## config.mk

```make
export PLATFORM = sky130hd
export DESIGN_NAME = uart_tx_arbiter
export DESIGN_NICKNAME = d
export VERILOG_FILES = /design/src/rtl/uart_tx_arbiter.sv
export SDC_FILE = /design/constraint.sdc
export NUM_CORES = 1
export LEC_CHECK = 0
export CORE_MARGIN = 1.5
export CORE_UTILIZATION = 39
export CTS_CLUSTER_SIZE = 8
export DETAILED_ROUTE_END_ITERATION = 10
export GPL_ROUTABILITY_DRIVEN = 0
export PLACE_DENSITY = 0.71
export SLEW_MARGIN = 30
export SYNTH_ARGS = -nofsm -noshare
export SYNTH_HDL_FRONTEND = slang
export SYNTH_SLANG_ARGS = --single-unit
```

## constraint.sdc

```tcl
create_clock -name clk -period 4.6 [get_ports clk]
set_clock_uncertainty 0.15 [all_clocks]
set_input_delay 0.69 -clock clk [delete_from_list [all_inputs] [get_ports clk]]
set_output_delay 0.69 -clock clk [all_outputs]
set_load 0.02 [all_outputs]
```

## src/rtl/uart_tx_arbiter.sv

```systemverilog
// Round-robin arbiter sharing one uart_tx among NUM_REQ byte producers,
// with frame locking until the owner's req_last byte and a start timeout.
module uart_tx_arbiter #(
  parameter int unsigned NUM_REQ       = 4,
  parameter int unsigned START_TIMEOUT = 16
) (
  input  logic                 clk,
  input  logic                 rst,
  input  logic [NUM_REQ-1:0]   req_valid,
  input  logic [8*NUM_REQ-1:0] req_data,
  input  logic [NUM_REQ-1:0]   req_last,
  output logic [NUM_REQ-1:0]   req_ready,
  output logic [NUM_REQ-1:0]   grant,
  output logic                 locked,
  output logic                 tx_send,
  output logic [7:0]           tx_data,
  input  logic                 tx_notif,
  output logic                 err_timeout
);

  localparam int unsigned PW = (NUM_REQ > 1) ? $clog2(NUM_REQ) : 1;
  localparam int unsigned CW = $clog2(START_TIMEOUT + 1);

  typedef enum logic [1:0] {S_IDLE, S_SEND, S_WAIT} state_t;

  state_t          state;
  logic [PW-1:0]   rr_ptr;
  logic [PW-1:0]   owner;
  logic [PW-1:0]   win;
  logic            found;
  logic [CW-1:0]   cnt;
  int unsigned     idx;

  // Winner select: owner only while locked, else first valid scanning from rr_ptr.
  always_comb begin
    found     = 1'b0;
    win       = '0;
    idx       = 0;
    req_ready = '0;
    if (state == S_IDLE && !tx_notif) begin
      if (locked) begin
        found = req_valid[owner];
        win   = owner;
      end else begin
        for (int unsigned k = 0; k < NUM_REQ; k++) begin
          idx = 32'(rr_ptr) + k;
          if (idx >= NUM_REQ) idx = idx - NUM_REQ;
          if (!found && req_valid[PW'(idx)]) begin
            found = 1'b1;
            win   = PW'(idx);
          end
        end
      end
    end
    if (found) req_ready = NUM_REQ'(1) << win;
  end

  always_ff @(posedge clk) begin
    if (rst) begin
      state       <= S_IDLE;
      tx_send     <= 1'b0;
      tx_data     <= 8'h00;
      grant       <= '0;
      locked      <= 1'b0;
      err_timeout <= 1'b0;
      rr_ptr      <= '0;
      owner       <= '0;
      cnt         <= '0;
    end else begin
      err_timeout <= 1'b0;
      case (state)
        S_IDLE: begin
          if (found) begin
            tx_data <= req_data[{win, 3'b000} +: 8];
            tx_send <= 1'b1;
            grant   <= req_ready;
            owner   <= win;
            cnt     <= '0;
            state   <= S_SEND;
            if (req_last[win]) begin
              locked <= 1'b0;
              rr_ptr <= (win == PW'(NUM_REQ - 1)) ? '0 : win + PW'(1);
            end else begin
              locked <= 1'b1;
            end
          end
        end
        S_SEND: begin
          if (tx_notif) begin
            tx_send <= 1'b0;
            cnt     <= '0;
            state   <= S_WAIT;
          end else if (cnt == CW'(START_TIMEOUT - 1)) begin
            // uart_tx never started: abandon the byte and release any lock
            tx_send     <= 1'b0;
            err_timeout <= 1'b1;
            locked      <= 1'b0;
            cnt         <= '0;
            state       <= S_IDLE;
          end else begin
            cnt <= cnt + CW'(1);
          end
        end
        S_WAIT: begin
          if (!tx_notif) state <= S_IDLE;
        end
        default: state <= S_IDLE;
      endcase
    end
  end

endmodule

```

**Word level (Yosys, flattened, before mapping)**

Cells that the tools add are included.

- Add/subtract/negate cells: 9
- Magnitude comparators: 10
- Eq/ne operators: 9
- Shifts and indexed selects: 2
- Mux-type cells: 62
- Bitwise operators: 1
- Reductions and logical operators: 17

Operators with widths:

| kind | count |
|---|---|
| two-way mux 2 bit | 23 |
| indexed part select 32 x 6 -> 8 bit | 1 |
| two-way mux 1 bit | 25 |
| less-than comparator 2 x 3 -> 1 bit (second input constant) | 6 |
| two-way mux 5 bit | 3 |
| binary-select mux 1 bit (select 2 bit) | 6 |
| case mux 5 bit (2 select lines) | 1 |
| >= comparator 3 bit (second input constant) | 3 |
| AND reduction 3 bit | 3 |
| inequality test 2 bit (second input constant) | 4 |
| subtractor 2 x 1 -> 2 bit (second input constant) | 4 |
| adder 2 x 2 -> 3 bit (second input constant) | 2 |
| case mux 2 bit (3 select lines) | 1 |
| adder 5 x 1 -> 5 bit (second input constant) | 1 |
| == test 5 x 4 -> 1 bit (second input constant) | 1 |
| == test 2 bit (second input constant) | 2 |
| logical AND 1 bit | 4 |
| zero test 1 bit | 4 |
| two-way mux 4 bit | 1 |
| case mux 1 bit (2 select lines) | 2 |
| AND reduction 2 bit | 2 |
| AND reduction 4 bit | 1 |
| << shifter 1 x 2 -> 4 bit (first input constant) | 1 |
| adder 2 x 1 -> 3 bit (second input constant) | 1 |
| 8 further kinds | 8 |

- Flip-flop bits (word level): 26
- Bits of input ports: 43
- Output and inout bits: 19
- Word-level logic and storage cells: 119

**Longest topological paths before layout**

Gate-level depths: netlist of run 1.

- Depth in word-level cells: 29
- Mapped depth: 11
- Gate-level depth less buffers: 9

**Worst setup path after synthesis of run 1**

OpenSTA, ideal clock, no wires.

- Path kind: input to output
- Start point: input port req_valid[0]
- End point: output port req_ready[1]
- Arrival: 2054 ps
- Data required time: 3760 ps
- Slack: 1706 ps
- Stages: 9
- Buffers on the path: 2
- Cell sequence: and2b_1 -> nor3_2 -> o211a_1 -> buf_6 -> nor2_8 -> buf_6 -> inv_2 -> ha_1 -> and2_1

- Longest elaborated chain between the ends: 22
- Elaborated cells on any way between the ends: 36
- Classes of those cells: shift: 1; mux: 29; reduce/logical: 6

Ends and longest elaborated chain:

| item | line | source |
|---|---|---|
| start: declaration | 9 | `input logic [NUM_REQ-1:0] req_valid,` |
| binary-select mux 1 bit (select 2 bit) | 48 | `if (!found && req_valid[PW'(idx)]) begin` |
| two-way mux 1 bit (implied by the code) | 48 |  |
| two-way mux 1 bit | 48 |  |
| two-way mux 1 bit | 41 | `if (locked) begin` |
| two-way mux 1 bit | 40 | `if (state == S_IDLE && !tx_notif) begin` |
| zero test 1 bit | 48 |  |
| logical AND 1 bit | 48 |  |
| two-way mux 1 bit | 48 |  |
| [... 7 more ...] | - |  |
| zero test 1 bit | 48 |  |
| logical AND 1 bit | 48 |  |
| two-way mux 2 bit (*) | 48 |  |
| two-way mux 2 bit (*) | 41 |  |
| two-way mux 2 bit (*) | 40 |  |
| named net win[0] | 29 | `logic [PW-1:0] win;` |
| << shifter 1 x 2 -> 4 bit (*) | 55 | `if (found) req_ready = NUM_REQ'(1) << win;` |
| two-way mux 4 bit (*) | 55 |  |
| end: declaration | 12 | `output logic [NUM_REQ-1:0] req_ready,` |

Mark *: on every way through the listed nets, which the timed path passes. The rest lies on a longest branch. The select of a mux whose other input is x is not followed.

**Worst setup path in the final report of run 1**

Ends and elaborated chain as after synthesis.

==> flow_metrics.tcl, run 1 <==
set metrics [dict create \
    rsz0062_at_grt "false" \
    instances_no_fill 304 \
    cts_tree "done" \
    insertion_delay_ps 260 \
    seqCellArea_um2 520 \
    drc 0 \
    crit_fanout 19 \
    critPathArrivalTime_ps 3150 \
    setup_violations 0 \
    worstMarginPinSlew_ps 523 \
    critPathMaxStageDelay_ps 610 \
    syn_avg_cell_area_um2 9.38 \
    slowest_stage "clkdlybuf4s50_1" \
    dpl.hpwl_um 3360 \
    nets 301 \
    drive_above_1_share_pct 16.3 \
    grt_pass1_vias 1524 \
    maxSlewHeadroom_pct 64.6 \
    via_count 1641 \
    crit_required_ps 3760 \
    cap_violations 0 \
    totalWireLength_um 4520 \
    rr_worst_depth 5 \
    cellPowerDensity_nw_per_um2 264 \
    tns_ps 0 \
    power.leakage_nw 0.910 \
    boundaryPins 62 \
    start_util_pct 41.6 \
    cts_hold_buffers 0 \
    hold_path_class "register to register" \
    synth_fp_nets 245 \
    cts_setup_buffers 0 \
    total_power_mw 0.659 \
    crit_type "input port to output pin" \
    endpoint_kind "output pin" \
    diodes 0 \
    drt-initial-drc-count 95 \
    grt.busiest_layer "met2" \
    clk_path_buf_depth 2 \
    min-delay-start "cnt[4]" \
    multi_input_area_um2 1190 \
    wl_per_cell_um 14.9 \
    clock-sinks 26 \
    yosys_warnings 0 \
    cp-start-kind "input port" \
    overflow 0 \
    grtUsageMet2_pct 27.3 \
    io_buffers 61 \
    timing.final.crit_period_ps 3990 \
    reg2reg_slack_ps 1920 \
    ys_seq_area_share_pct 28.2 \
    syn_inst 197 \
    grt_use_met1_pct 24.7 \
    clkTransAtPathRegs_ps 90 \
    antenna_found_initial 0 \
    n_fill_cell 427 \
    synth_area_um2 1850 \
    area_delta_synth_final_pct 34.9 \
    via_per_inst 5.40 \
    critical_path.most_common_cell "clkdlybuf4s50_1" \
    fp.dieArea_um2 5160 \
    synthDistinctLibCells 51 \
    utilization_pct 56.1 \
    cts_inserted_buffers 3 \
    fmax_mhz 251 \
    drtAntennaViolNets 0 \
    finalCritPeriodShare_pct 86.7 \
    grt_use_met3_pct 2.11 \
    status "complete, no violations" \
    crit_cells 9 \
    die_w_um 71.8 \
    core_area_um2 4440 \
    path_delay_family "buffers and inverters" \
    crit_path_end "req_ready[1]" \
    ir_drop_mv 0.145 \
    first_pass_iters 6 \
    timing.rr.start "state[0]" \
    finalHoldViolCount 0 \
    path_buf_inv 3 \
    rows 24 \
    placedCellCount 300 \
    crit_start "req_valid[0]" \
    maxSlewViolCount 0 \
    ys_seq_elements 26 \
    grt_max_degree 30 \
    crit_chain "clkdlybuf4s50_1 -> and2b_1 -> nor3_2 -> o211a_1 -> nor2_8 -> inv_2 -> ha_1 -> and2_1 -> clkdlybuf4s50_1" \
    htree_levels 1 \
    reg2reg_to "tx_data[0]" \
    chipHeight_um 71.8 \
    grt_usage_pct 17.2 \
    grt_pass1_wl_um 7130 \
    clockRootBuffer "clkbuf_8" \
    cts-resized-gates 0 \
]
## cell usage in the layout (no fill, tap or decap), drive strengths merged, types with 2 or more instances in the layout
cell | Yosys | routed
mux2i | 3 | 3
nor3 | 8 | 8
or3 | 2 | 2
dfxtp | 26 | 26
nor2b | 7 | 7
o221ai | 2 | 2
a211oi | 17 | 17
nand2 | 9 | 9
clkdlybuf4s50 | 0 | 61
clkbuf | 2 | 4
o32ai | 8 | 8
inv | 6 | 6
o21ai | 5 | 5
nand2b | 11 | 11
nor3b | 2 | 2
a21oi | 11 | 11
nor2 | 18 | 18
o2111a | 2 | 2
and2 | 5 | 5
o21a | 16 | 16
buf | 12 | 4
ha | 5 | 5
o22ai | 2 | 2
nand3 | 5 | 5
## cell families after synthesis
group	synth area share, %
AOI/OAI and AO/OA	33.0
xor gates and xnor gates	0.474
adders and majority gates	3.39
buffers and inverters	7.52
DFF	28.2
muxes	3.66
and+or+nand+nor	23.8
## worst min-delay path by stage
stage | endpoint | slack (ps) | depth (start not counted)
2_1_floorplan | err_timeout | 290 | 1
3_3_place_gp | err_timeout | 320 | 1
3_5_place_dp | err_timeout | 320 | 1
4_1_cts | err_timeout | 330 | 1
5_1_grt | err_timeout | 350 | 1
6_report | err_timeout | 340 | 1
## stage by stage
stage	hold WS [ps]	worst slack, ps	cell area, um^2
3_3_place_gp	317	634	2440
2_1_floorplan	286	1710	1850
5_1_grt	349	469	2490
6_report	339	610	2490
3_5_place_dp	317	605	2440
4_1_cts	335	598	2490
## routing by layer
layer,up-vias,wire [um]
met1,764,2170
met5,-,0
met3,2,174
met2,38,2140
met4,0,27
li1,837,-
## sequential cells by signal, summed over array words and instances (netlist names)
name and cells:
tx_data 8, cnt 5, grant 4, owner 2
rr_ptr 2, state 2, err_timeout 1, locked 1
tx_send 1
## area by class of cell
| type | instances | area share (%) |
|---|---|---|
| Inverter | 6 | 0.904 |
| Clock buffer | 4 | 2.21 |
| Tap cell | 52 | 2.61 |
| Timing Repair Buffer | 65 | 25.7 |
| Multi-Input combinational cell | 151 | 47.7 |
| Sequential cell | 26 | 20.9 |
## power breakdown
group,total [mW],internal (mW),switching [mW]
sequential,0.258,0.243,0.0152
clock,0.146,0.0764,0.0693
combinational,0.255,0.125,0.130
total,0.659,0.444,0.214
## cells in the mapped netlist, drive strengths merged
master	number	share of area, %
o2111a	2	1.2
nor2	18	5.6
mux4	1	1.2
o221ai	2	0.95
a2111o	1	0.61
clkbuf	2	0.41
o21a	16	6.5
a211oi	17	9.1
buf	12	5.9
nor2b	7	2.5
xnor2	1	0.47
nand2	9	2.0
o211a	1	0.54
mux2i	3	1.6
and2	5	1.7
or3	2	0.68
and2b	1	0.41
ha	5	3.4
inv	6	1.2
nand3b	1	0.41
a22oi	1	0.41
nor4	1	0.34
o22ai	2	1.0
a21boi	1	0.41
nor4b	1	0.47
nor3	8	3.3
a21oi	11	3.2
a31oi	1	0.34
dfxtp	26	28
nand3	5	1.6
nand2b	11	3.7
nor3b	2	1.1
mux2	1	0.81
o32ai	8	7.0
o21bai	1	0.41
o21ai	5	1.4
No activity file was read; power rests on OpenSTA's default activity.
==> run 2, diff against run 1 <==
--- a/config.mk
+++ b/config.mk
@@ -5,7 +5,6 @@
 export SDC_FILE = /design/constraint.sdc
 export NUM_CORES = 1
 export LEC_CHECK = 0
-export CORE_MARGIN = 1.5
 export CORE_UTILIZATION = 39
 export CTS_CLUSTER_SIZE = 8
 export DETAILED_ROUTE_END_ITERATION = 10
==> run 2 against run 1 <==
- the flow now finishes with violations (design-rule violations)
- via count up 1.9%
- sequential cell count unchanged
- combinational power about the same
- largest cell class unchanged
==> flow_metrics.tcl, run 2 (synthesis gave the netlist of run 1 again) <==
set metrics [dict create \
    finalCritPeriodShare_pct 86.6 \
    via_count 1672 \
    n_fill_cell 402 \
    power.leakage_nw 0.922 \
    maxSlewHeadroom_pct 60.2 \
    clk_path_buf_depth 2 \
    wl_met2_um 2120 \
    nets 302 \
    endpoint_kind "output pin" \
    cts_hold_buffers 0 \
    maxSlewViolCount 0 \
    largest_reg_flops 8 \
    ir_drop_mv 0.144 \
    critical_path.most_common_cell "clkdlybuf4s50_1" \
    rsz0062_at_grt "false" \
    totalWireLength_um 4630 \
    area_delta_synth_final_pct 36.2 \
    wl_per_cell_um 15.2 \
    cts_inserted_buffers 3 \
    grt_pass1_vias 1590 \
    rr_worst_depth 5 \
    drc 4 \
    wl_met3_um 139 \
    boundaryPins 62 \
    placed_cell_area_um2 2440 \
    hold_path_class "register to register" \
    cts-resized-gates 0 \
    clkTransAtPathRegs_ps 100 \
    clock-sinks 26 \
    wl_met1_um 2310 \
    core_area_um2 4440 \
    crit_required_ps 3760 \
    crit_cells 9 \
    insertion_delay_ps 280 \
    drive_above_1_share_pct 16.6 \
    cts_tree "done" \
    path_buf_inv 3 \
    io_buffers 61 \
    die_w_um 70.8 \
    path_delay_family "buffers and inverters" \
    violations "design-rule violations" \
    final_cell_mix "clkdlybuf4s50_1 (61), dfxtp_1 (26), o21a_1 (16), nor2_1 (15), nand2b_1 (11)" \
    antenna_found_initial 0 \
    holdPathStages 1 \
    placedCellCount 301 \
    fmax_mhz 251 \
    first_pass_iters 7 \
    dpl.hpwl_um 3390 \
    instances_no_fill 305 \
    cap_violations 0 \
    grt_usage_pct 18.7 \
    cp-start-kind "input port" \
    critPathMaxStageDelay_ps 610 \
    reg.largest.list "tx_data (8), cnt (5), grant (4)" \
    highest_layer "met4" \
    drt-initial-drc-count 72 \
    fp.dieArea_um2 5020 \
    cts_setup_buffers 0 \
    slowest_stage "clkdlybuf4s50_1" \
    hold_slack_ps 333 \
    total_power_mw 0.714 \
    chipHeight_um 70.8 \
    regMostFlops "tx_data" \
    rows 24 \
    start_util_pct 41.6 \
    setup_slack_ps 617 \
    cellPowerDensity_nw_per_um2 284 \
    final_common_cell "clkdlybuf4s50_1" \
    status "finished, violations left" \
    diodes 0 \
    crit_chain "clkdlybuf4s50_1 -> and2b_1 -> nor3_2 -> o211a_1 -> nor2_8 -> inv_2 -> ha_1 -> and2_1 -> clkdlybuf4s50_1" \
    clockRootBuffer "clkbuf_8" \
    grt_max_degree 30 \
    worstMarginPinSlew_ps 596 \
    crit_type "input port to output pin" \
    pre_cts_ws_ps 603 \
    drtAntennaViolNets 0 \
    via_per_inst 5.48 \
    finalHoldViolCount 0 \
    critPathArrivalTime_ps 3140 \
    grt_pass1_wl_um 7470 \
    crit_fanout 19 \
    setup_violations 0 \
    tns_ps 0 \
    utilization_pct 56.6 \
    overflow 0 \
    htree_levels 1 \
    final_area_um2 2520 \
    timing.final.crit_period_ps 3980 \
]
run 2: changes by cell type in the layout (fill, tap and decap cells not counted):
cell	change
clkbuf_8	-1
bufinv_16	+1
buf_4	+1
run 2: worst paths after layout:
kind           startpoint      endpoint  slack (ps)
max          req_valid[0]  req_ready[1]         620
min                cnt[4]   err_timeout         330
max reg2reg      state[0]    tx_data[2]        1920
min reg2reg        cnt[4]   err_timeout         330
run 2: power by group:
part	leakage [nW]	switching, mW	internal, mW
sequential	0.212	0.0158	0.243
clock	0.0357	0.0819	0.117
combinational	0.674	0.130	0.126
run 2: layer usage:
metal	vias up	track usage, %
li1	844	-
met1	788	26.2
met2	36	29.9
met3	4	2.71
met4	0	5.33
met5	-	0
run 2: cell type report:
type	instances	area, um^2	area share (%)
clock inverters	1	30.0	1.19
repair buffers	66	648	25.8
inverters	6	22.5	0.895
well taps	52	65.1	2.59
multi-input cells	151	1190	47.2
flip-flops and latches	26	520	20.7
clock buffers	3	41.3	1.64
run 2: worst reg2reg max path, stage by stage, from the launching register on:
cell and delay [ps]:
dfxtp_1 360, or3_1 580, nor3_4 560, buf_4 260
nand2b_1 330, o32ai_2 360
